--- config.mk ---
export PLATFORM = sky130hd
export DESIGN_NAME = trap_unit
export DESIGN_NICKNAME = d
export VERILOG_FILES = /design/src/rtl/trap_unit.sv
export SDC_FILE = /design/constraint.sdc
export NUM_CORES = 1
export LEC_CHECK = 0
export ABC_AREA = 1
export CAP_MARGIN = 15
export CORE_MARGIN = 3
export CORE_UTILIZATION = 33
export DETAILED_ROUTE_END_ITERATION = 6
export PLACE_DENSITY_LB_ADDON = 0.1
export SETUP_SLACK_MARGIN = 0.2
export SLEW_MARGIN = 20
export SYNTH_ARGS = -nofsm -noshare
export SYNTH_HDL_FRONTEND = slang
export SYNTH_SLANG_ARGS = --single-unit
--- constraint.sdc ---
create_clock -name iw_clk -period 5.32 [get_ports iw_clk]
set_clock_uncertainty 0.2 [all_clocks]
set_input_delay 0.798 -clock iw_clk [delete_from_list [all_inputs] [get_ports iw_clk]]
set_output_delay 0.798 -clock iw_clk [all_outputs]
set_load 0.01 [all_outputs]
--- src/rtl/trap_unit.sv ---
// Trap controller: priority-encodes EX trap requests, kills the faulting
// write, redirects to a per-cause vector one cycle later, and keeps a
// {cause, EPC} nesting stack unwound by return-from-trap.
//
// state  | meaning
// RUN    | normal execution; captures traps and returns
// ENTER  | one-cycle redirect pulse into a trap vector
// RETURN | one-cycle redirect pulse back to EPC + 1
// HALT   | double fault; only reset leaves this state
module trap_unit #(
  parameter int                 N_SRC     = 4,
  parameter int                 ADDR_W    = 48,
  parameter logic [ADDR_W-1:0]  VEC_BASE  = ADDR_W'(48'h0000_0100),
  parameter int                 VEC_SHIFT = 4,
  parameter int                 DEPTH     = 2,
  parameter int                 CAUSE_W   = (N_SRC > 1) ? $clog2(N_SRC) : 1
) (
  input  logic                         iw_clk,
  input  logic                         iw_rst,
  input  logic [N_SRC-1:0]             iw_trap_req,
  input  logic [N_SRC-1:0]             iw_trap_mask,
  input  logic [ADDR_W-1:0]            iw_pc,
  input  logic                         iw_stall,
  input  logic                         iw_rti,
  output logic                         ow_wb_suppress,
  output logic                         ow_branch_taken,
  output logic [ADDR_W-1:0]            ow_branch_pc,
  output logic [CAUSE_W-1:0]           ow_cause,
  output logic [ADDR_W-1:0]            ow_epc,
  output logic [$clog2(DEPTH+1)-1:0]   ow_depth,
  output logic                         ow_in_trap,
  output logic                         ow_double_fault
);

  localparam int DEPTH_W = $clog2(DEPTH+1);

  typedef enum logic [1:0] {RUN, ENTER, RETURN, HALT} state_t;

  state_t               state_q, state_d;
  logic [N_SRC-1:0]     eff;
  logic                 any_req;
  logic [CAUSE_W-1:0]   cause;
  logic [ADDR_W-1:0]    vec_pc;
  logic [ADDR_W-1:0]    branch_pc_q, branch_pc_d;
  logic [DEPTH_W-1:0]   depth_q;
  logic                 push, pop, go_halt;
  logic                 df_q;
  logic [CAUSE_W-1:0]   stk_cause [DEPTH];
  logic [ADDR_W-1:0]    stk_epc   [DEPTH];
  logic [CAUSE_W-1:0]   top_cause;
  logic [ADDR_W-1:0]    top_epc;

  assign eff     = iw_trap_req & iw_trap_mask;
  assign any_req = |eff;
  assign vec_pc  = VEC_BASE + (ADDR_W'(cause) << VEC_SHIFT);

  // Lowest set index wins; scanning downward leaves the lowest one last.
  always_comb begin
    cause = '0;
    for (int i = N_SRC-1; i >= 0; i--) begin
      if (eff[i]) cause = CAUSE_W'(i);
    end
  end

  // Top-of-stack view; zero when the stack is empty.
  always_comb begin
    top_cause = '0;
    top_epc   = '0;
    for (int i = 0; i < DEPTH; i++) begin
      if (DEPTH_W'(i+1) == depth_q) begin
        top_cause = stk_cause[i];
        top_epc   = stk_epc[i];
      end
    end
  end

  // Next-state and stack control; a trap takes precedence over rti.
  always_comb begin
    state_d     = state_q;
    push        = 1'b0;
    pop         = 1'b0;
    go_halt     = 1'b0;
    branch_pc_d = branch_pc_q;
    case (state_q)
      RUN: begin
        if (!iw_stall) begin
          if (any_req) begin
            if (depth_q == DEPTH_W'(DEPTH)) begin
              state_d = HALT;
              go_halt = 1'b1;
            end else begin
              state_d     = ENTER;
              push        = 1'b1;
              branch_pc_d = vec_pc;
            end
          end else if (iw_rti && (depth_q != '0)) begin
            state_d     = RETURN;
            pop         = 1'b1;
            branch_pc_d = top_epc + ADDR_W'(1);
          end
        end
      end
      ENTER, RETURN: state_d = RUN;
      HALT:          state_d = HALT;
      default:       state_d = RUN;
    endcase
  end

  // State, redirect target and sticky double-fault flag.
  always_ff @(posedge iw_clk or negedge iw_rst) begin
    if (!iw_rst) begin
      state_q     <= RUN;
      branch_pc_q <= '0;
      df_q        <= 1'b0;
    end else begin
      state_q     <= state_d;
      branch_pc_q <= branch_pc_d;
      if (go_halt) df_q <= 1'b1;
    end
  end

  // Nesting stack; popped entries are cleared so stale EPCs never linger.
  always_ff @(posedge iw_clk or negedge iw_rst) begin
    if (!iw_rst) begin
      depth_q <= '0;
      for (int i = 0; i < DEPTH; i++) begin
        stk_cause[i] <= '0;
        stk_epc[i]   <= '0;
      end
    end else begin
      if (push)     depth_q <= depth_q + DEPTH_W'(1);
      else if (pop) depth_q <= depth_q - DEPTH_W'(1);
      for (int i = 0; i < DEPTH; i++) begin
        if (push && (DEPTH_W'(i) == depth_q)) begin
          stk_cause[i] <= cause;
          stk_epc[i]   <= iw_pc;
        end else if (pop && (DEPTH_W'(i+1) == depth_q)) begin
          stk_cause[i] <= '0;
          stk_epc[i]   <= '0;
        end
      end
    end
  end

  assign ow_wb_suppress  = (state_q == RUN) && any_req;
  assign ow_branch_taken = (state_q == ENTER) || (state_q == RETURN);
  assign ow_branch_pc    = branch_pc_q;
  assign ow_cause        = top_cause;
  assign ow_epc          = top_epc;
  assign ow_depth        = depth_q;
  assign ow_in_trap      = (depth_q != '0);
  assign ow_double_fault = df_q;

endmodule

==> metrics.yaml, run 1 <==
rows: 59
path_class: "flop to primary output"
period_share_pct: 78.2
nets: 1460
grt-ovfl-total: 0
synth_edf_count: 0
grt_pass1_vias: 8040
first_iter_violations: 693
htreeDepth: 4
totalWireLength_mm: 29.9
firstDrtPassIters: 5
final_cell_mix: "nand2_1, inv_1, clkdlybuf4s50_1"
ctsHoldBuffers: 0
die_h_um: 169
ant_nets: 0
cp-end-kind: "primary output"
diodes: 0
hpwlAfterDp_mm: 22.3
synth_flop_cell: "dfrtp_1"
synthToLayoutAreaGrowth_pct: 27.6
place_area_sq_mm: 0.0107
layout_min_cycle_time_ps: 4160
clkTransAtPathRegs_ps: 70
insertion_delay_ps: 430
clock.fmax_mhz: 240
start_kind: "flop"
max_slew.worst_pin.slew_ps: 817
hold_viol: 0
finalSetupViolCount: 0
worstPathRequired_ps: 4320
irDropWorstVdd_mv: 0.167
ys_ff_latch: 153
synth_cell_types: 32
cts-root-buf: "clkbuf_16"
synth_cells: 1253
synth.area.top_cells: "dfrtp_1, nand2_1, inv_1"
status: "finished clean"
vias_per_cell: 4.83
grt_max_degree: 72
cts_resized: 0
slew_headroom_pct: 45.3
hp-class: "primary input to asynchronous set/reset pin"
die_x_um: 169
ioPinCount: 164
synth.avg_cell_area_sq_um: 7.03
fin_area_sq_mm: 0.0112
syn_area_sq_mm: 0.00881
vias: 8406
final_common_cell: "nand2_1"
cts_made_buffers: 17
numPortBuffers: 163
cp-startpoint: "ow_depth[0]"
synth_warnings: 0
async_flop_share_pct: 100
crit_fanout: 40
grt_antenna_before_repair: 0
powerDensity_mw_per_mm2: 219
final_layout_size_suffix_gt1_share_pct: 7.68
tritoncts: "built"
post_drt_wl_per_cell_um: 17.2
ys_seq_area_share_pct: 43.4
yosys.area.top_type: "dfrtp_1"
die_area_sq_mm: 0.0287
drc_errors: 0
grt_usage_pct: 20.9
gp_congestion: 0.934
r2r_start: "ow_depth[1]"
drv_slew: 0
netlist.area_leader.share_pct: 43.4
cts_setup_buffers: 0
grt_pass1_wl_mm: 46.8
p_leak_nw: 5.47
initial_core_util_pct: 33.7
cts_max_path_buffers: 2
rsz0062_at_grt: "no"
cap_violations: 0
cts_sinks: 153
core_sq_mm: 0.0261
crit_arrival_ps: 3160
synth_nets: 1319
fin_tns_setup_ps: 0
Yosys cell counts, types with 2 or more instances:
| master | instances |
|---|---|
| nor2_2 | 18 |
| nor2_4 | 6 |
| nor3_2 | 2 |
| inv_1 | 202 |
| o21ai_1 | 10 |
| buf_6 | 12 |
| nor3_1 | 5 |
| nand3_2 | 2 |
| a21oi_1 | 10 |
| buf_4 | 6 |
| a31oi_1 | 2 |
| nor2_1 | 110 |
| ha_1 | 6 |
| o22ai_1 | 103 |
| o21ai_0 | 31 |
| nand2_1 | 414 |
| nand2_2 | 22 |
| buf_2 | 20 |
| dfrtp_1 | 153 |
| o21bai_1 | 2 |
| nand3_1 | 85 |
| o21ai_2 | 3 |
| inv_2 | 8 |
| clkbuf_1 | 13 |
registers in the layout, summed over array words and instances, names as in the netlist:
| name | count |
|---|---|
| ow_depth | 2 |
| stk_cause | 4 |
| ow_branch_pc | 48 |
| stk_epc | 96 |
| ow_double_fault | 1 |
| state_q | 2 |
where the power goes:
group | switching [mW] | leakage (nW) | total (mW) | internal [mW]
clock | 0.547 | 0.268 | 1.20 | 0.657
sequential | 0.000318 | 1.59 | 1.16 | 1.16
combinational | 0.0515 | 3.61 | 0.0962 | 0.0448
total | 0.599 | 5.47 | 2.46 | 1.87
worst paths after layout:
check	end	slack, ps	cells past startpoint
max in group asynchronous	stk_epc[79]	3640	2
min	ow_branch_pc[2]	90	1
max	ow_epc[47]	1160	7
max reg2reg	ow_branch_pc[34]	1750	13
min in group iw_clk	ow_branch_pc[43]	280	2
min reg2reg	ow_branch_pc[43]	280	2
per-stage QoR:
stage	utilization (%)	hold WS, ps	cells	power (mW)	worst slack (ps)
final	43.0	92.1	1742	2.46	1160
after CTS	42.9	109	1741	2.49	1120
after global routing	43.0	129	1742	2.54	896
after global placement	40.8	267	1709	1.29	1640
after floorplan	-	290	1253	1.20	2750
after detailed placement	40.8	269	1709	1.29	1600
cell type report:
class | count | area (sq um)
Inverter | 211 | 800
Multi-Input combinational cell | 837 | 3890
Clock inverter | 14 | 140
Fill cell | 2722 | 14900
Timing Repair Buffer | 174 | 1740
Sequential cell | 153 | 3830
Tap cell | 335 | 419
Clock buffer | 18 | 429
cell families (layout without fill, tap and decap cells):
family | count (synthesis) | count (layout) | share of synthesized area [%]
xor gates and xnor gates | 1 | 1 | 0.0994
DFF | 153 | 153 | 43.4
AOI/OAI and AO/OA | 165 | 165 | 11.2
and+or+nand+nor | 665 | 665 | 31.6
adders and majority gates | 6 | 6 | 0.852
buffers and inverters | 263 | 417 | 12.8
critical path: stages, from the launching register on:
cell             delay [ps]
dfrtp_1                 380
inv_1                    90
ha_2                    410
buf_4                   380
nor2_1                  260
inv_1                   120
o22ai_1                 440
clkdlybuf4s50_1         650
metal layers:
layer  share of wire, %  track usage (%)  up-vias
met5                  0                0        -
met4                2.5             6.72        0
li1                   -                -     4203
met3                4.8             2.96       41
met2                 43             30.8      241
met1                 50             31.7     3921
(Power assumes the default switching activity.)
==> inputs of run 2 (changes only) <==
==> constraint.sdc (replaced) <==
create_clock -name iw_clk -period 4.3 [get_ports iw_clk]
set_clock_uncertainty 0.2 [all_clocks]
set_input_delay 0.645 -clock iw_clk [delete_from_list [all_inputs] [get_ports iw_clk]]
set_output_delay 0.645 -clock iw_clk [all_outputs]
set_load 0.01 [all_outputs]
==> run 2 against run 1 <==
Effect of this change:
- power up 28%
- sequential share of layout area down 0.15 points
- critical endpoint is now ow_epc[29]
- critical path depth up 1
- global-route usage about the same
- register-to-register slack worse by 870 ps
- largest power group unchanged
- non-clock buffer count unchanged
- via count down 0.65%
- die area unchanged
- setup slack worse by 670 ps
- sequential power up 24%
- worst hold slack better by 27 ps
==> metrics.yaml, run 2 (synthesis results as in run 1) <==
status: "finished clean"
dp.cells: 1709  # unchanged
cp-end-kind: "primary output"
final_common_cell: "nand2_1"
post_drt_wl_per_cell_um: 17.0  # -0.79%
rows: 59  # unchanged
cts_setup_buffers: 0  # unchanged
dr.max_layer_used: "met4"
clock.fmax_mhz: 262
cts_sinks: 153  # unchanged
wl_met2_mm: 13.2  # +2.0%
die_area_sq_mm: 0.0287  # unchanged
fin_tns_setup_ps: 0  # unchanged
cts-root-buf: "clkbuf_16"
wl_met1_mm: 14.7  # -0.68%
drv_slew: 0  # unchanged
cts_made_buffers: 17  # unchanged
final_util_pct: 43.2  # +0.20 points
grt-ovfl-total: 0  # unchanged
insertion_delay_ps: 440  # about the same
diodes: 0  # unchanged
finalSetupViolCount: 0  # unchanged
totalWireLength_mm: 29.7  # -0.79%
max_slew.worst_pin.slew_ps: 928  # +111 ps
grt_max_degree: 97  # +35%
gp_congestion: 0.900  # -3.6%
synthToLayoutAreaGrowth_pct: 28.2
worstPathRequired_ps: 3450  # -870 ps
hold_viol: 0  # unchanged
regMostFlops: "stk_epc"
slew_headroom_pct: 38.2  # -7.2 points
crit_arrival_ps: 2970  # -190 ps
hpwlAfterDp_mm: 21.4  # -3.9%
stdcell_count: 1742  # unchanged
final_cell_mix: "nand2_1, inv_1, clkdlybuf4s50_1"
irDropWorstVdd_mv: 0.204  # +22%
grt_antenna_before_repair: 0  # unchanged
n_fill_cell: 2788  # +2.4%
p_leak_nw: 5.50  # +0.67%
largest_reg_flops: 96  # unchanged
numPortBuffers: 163  # unchanged
powerDensity_mw_per_mm2: 280  # +28%
grt_pass1_vias: 8154  # +1.4%
vias_per_cell: 4.79  # -0.65%
htreeDepth: 4  # unchanged
post-place-ws_ps: 752  # -845 ps
clkTransAtPathRegs_ps: 70  # about the same
initial_core_util_pct: 33.7  # unchanged
grt_usage_pct: 20.9  # -0.023 points
cp_slowest_cell: "buf_4"
die_x_um: 169  # unchanged
cpMostUsedCell: "nand2_1"
crit_path_max_incr_delay_ps: 550  # -100 ps
fin_ws_ps: 489  # -669 ps
ant_nets: 0  # unchanged
rsz0062_at_grt: "no"
wl_met3_mm: 1.32  # -7.3%
firstDrtPassIters: 7  # +2
vias: 8351  # -0.65%
hp-class: "primary input to asynchronous set/reset pin"
first_iter_violations: 693  # unchanged
cts_resized: 0  # unchanged
grt_pass1_wl_mm: 46.8  # about the same
cts_max_path_buffers: 2  # unchanged
ctsHoldBuffers: 0  # unchanged
crit_fanout: 66  # +65%
layout_min_cycle_time_ps: 3810
final_layout_size_suffix_gt1_share_pct: 7.75  # +0.071 points
crit_chain: "inv_1, ha_2, buf_4, nand2_1, nand2_1, nand2_1, inv_2, clkdlybuf4s50_1"
ioPinCount: 164  # unchanged
nets: 1460  # unchanged
tritoncts: "built"
period_share_pct: 88.6
die_h_um: 169  # unchanged
start_kind: "flop"
path_class: "flop to primary output"
design_power_total_mw: 3.17  # +28%
core_sq_mm: 0.0261  # unchanged
cap_violations: 0  # unchanged
drc_errors: 0  # unchanged
[run 2: per-layer routing]
layer,global-route usage [%],vias up
li1,-,4210
met1,31.6,3895
met2,31.8,218
met3,2.54,28
met4,5.33,0
met5,0,-
[run 2: layout make-up]
class	instances	area, sq um	share of cell area (%)
Tap cell	335	419	3.71
Inverter	211	800	7.08
Sequential cell	153	3830	33.9
Clock inverter	14	181	1.61
Timing Repair Buffer	174	1740	15.4
Multi-Input combinational cell	837	3890	34.4
Clock buffer	18	439	3.89
[run 2: worst paths after layout]
check | start | end | slack, ps | cells past startpoint
worst max-delay path | ow_depth[1] | ow_epc[29] | 490 | 8
worst min-delay path | iw_rst | ow_branch_pc[2] | 120 | 1
worst max register to register | ow_depth[1] | ow_branch_pc[34] | 880 | 13
max in group asynchronous | iw_rst | stk_epc[82] | 2910 | 2
min in group iw_clk | ow_branch_pc[27] | ow_branch_pc[27] | 280 | 2
worst min register to register | ow_branch_pc[27] | ow_branch_pc[27] | 280 | 2
[run 2: stage by stage]
step | area (sq um) | hold slack [ps]
after floorplan | 8810 | 149
after global placement | 10700 | 264
after detailed placement | 10700 | 269
after CTS | 11300 | 155
after global routing | 11300 | 196
final | 11300 | 119
[run 2: where the power goes]
group | switching (mW) | internal, mW
Combinational | 0.0646 | 0.0561
Sequential | 0.000376 | 1.44
Clock | 0.706 | 0.899
[run 2: worst max-delay path: cells and delay by family, from the launching register on]
kind / cells / cell delay (ps)
buf+inv: 4 / 1420
fa+ha+maj: 1 / 200
simple gates: 3 / 430
flops: 1 / 430
==> inputs of run 3 (changes only) <==
--- a/config.mk
+++ b/config.mk
@@ -12,6 +12,7 @@
 export DETAILED_ROUTE_END_ITERATION = 6
 export PLACE_DENSITY_LB_ADDON = 0.1
 export SETUP_SLACK_MARGIN = 0.2
+export SKIP_CTS_REPAIR_TIMING = 1
 export SLEW_MARGIN = 20
 export SYNTH_ARGS = -nofsm -noshare
 export SYNTH_HDL_FRONTEND = slang
==> results of run 3 <==
The final DEF is identical to that of run 2; final timing and power are the same.
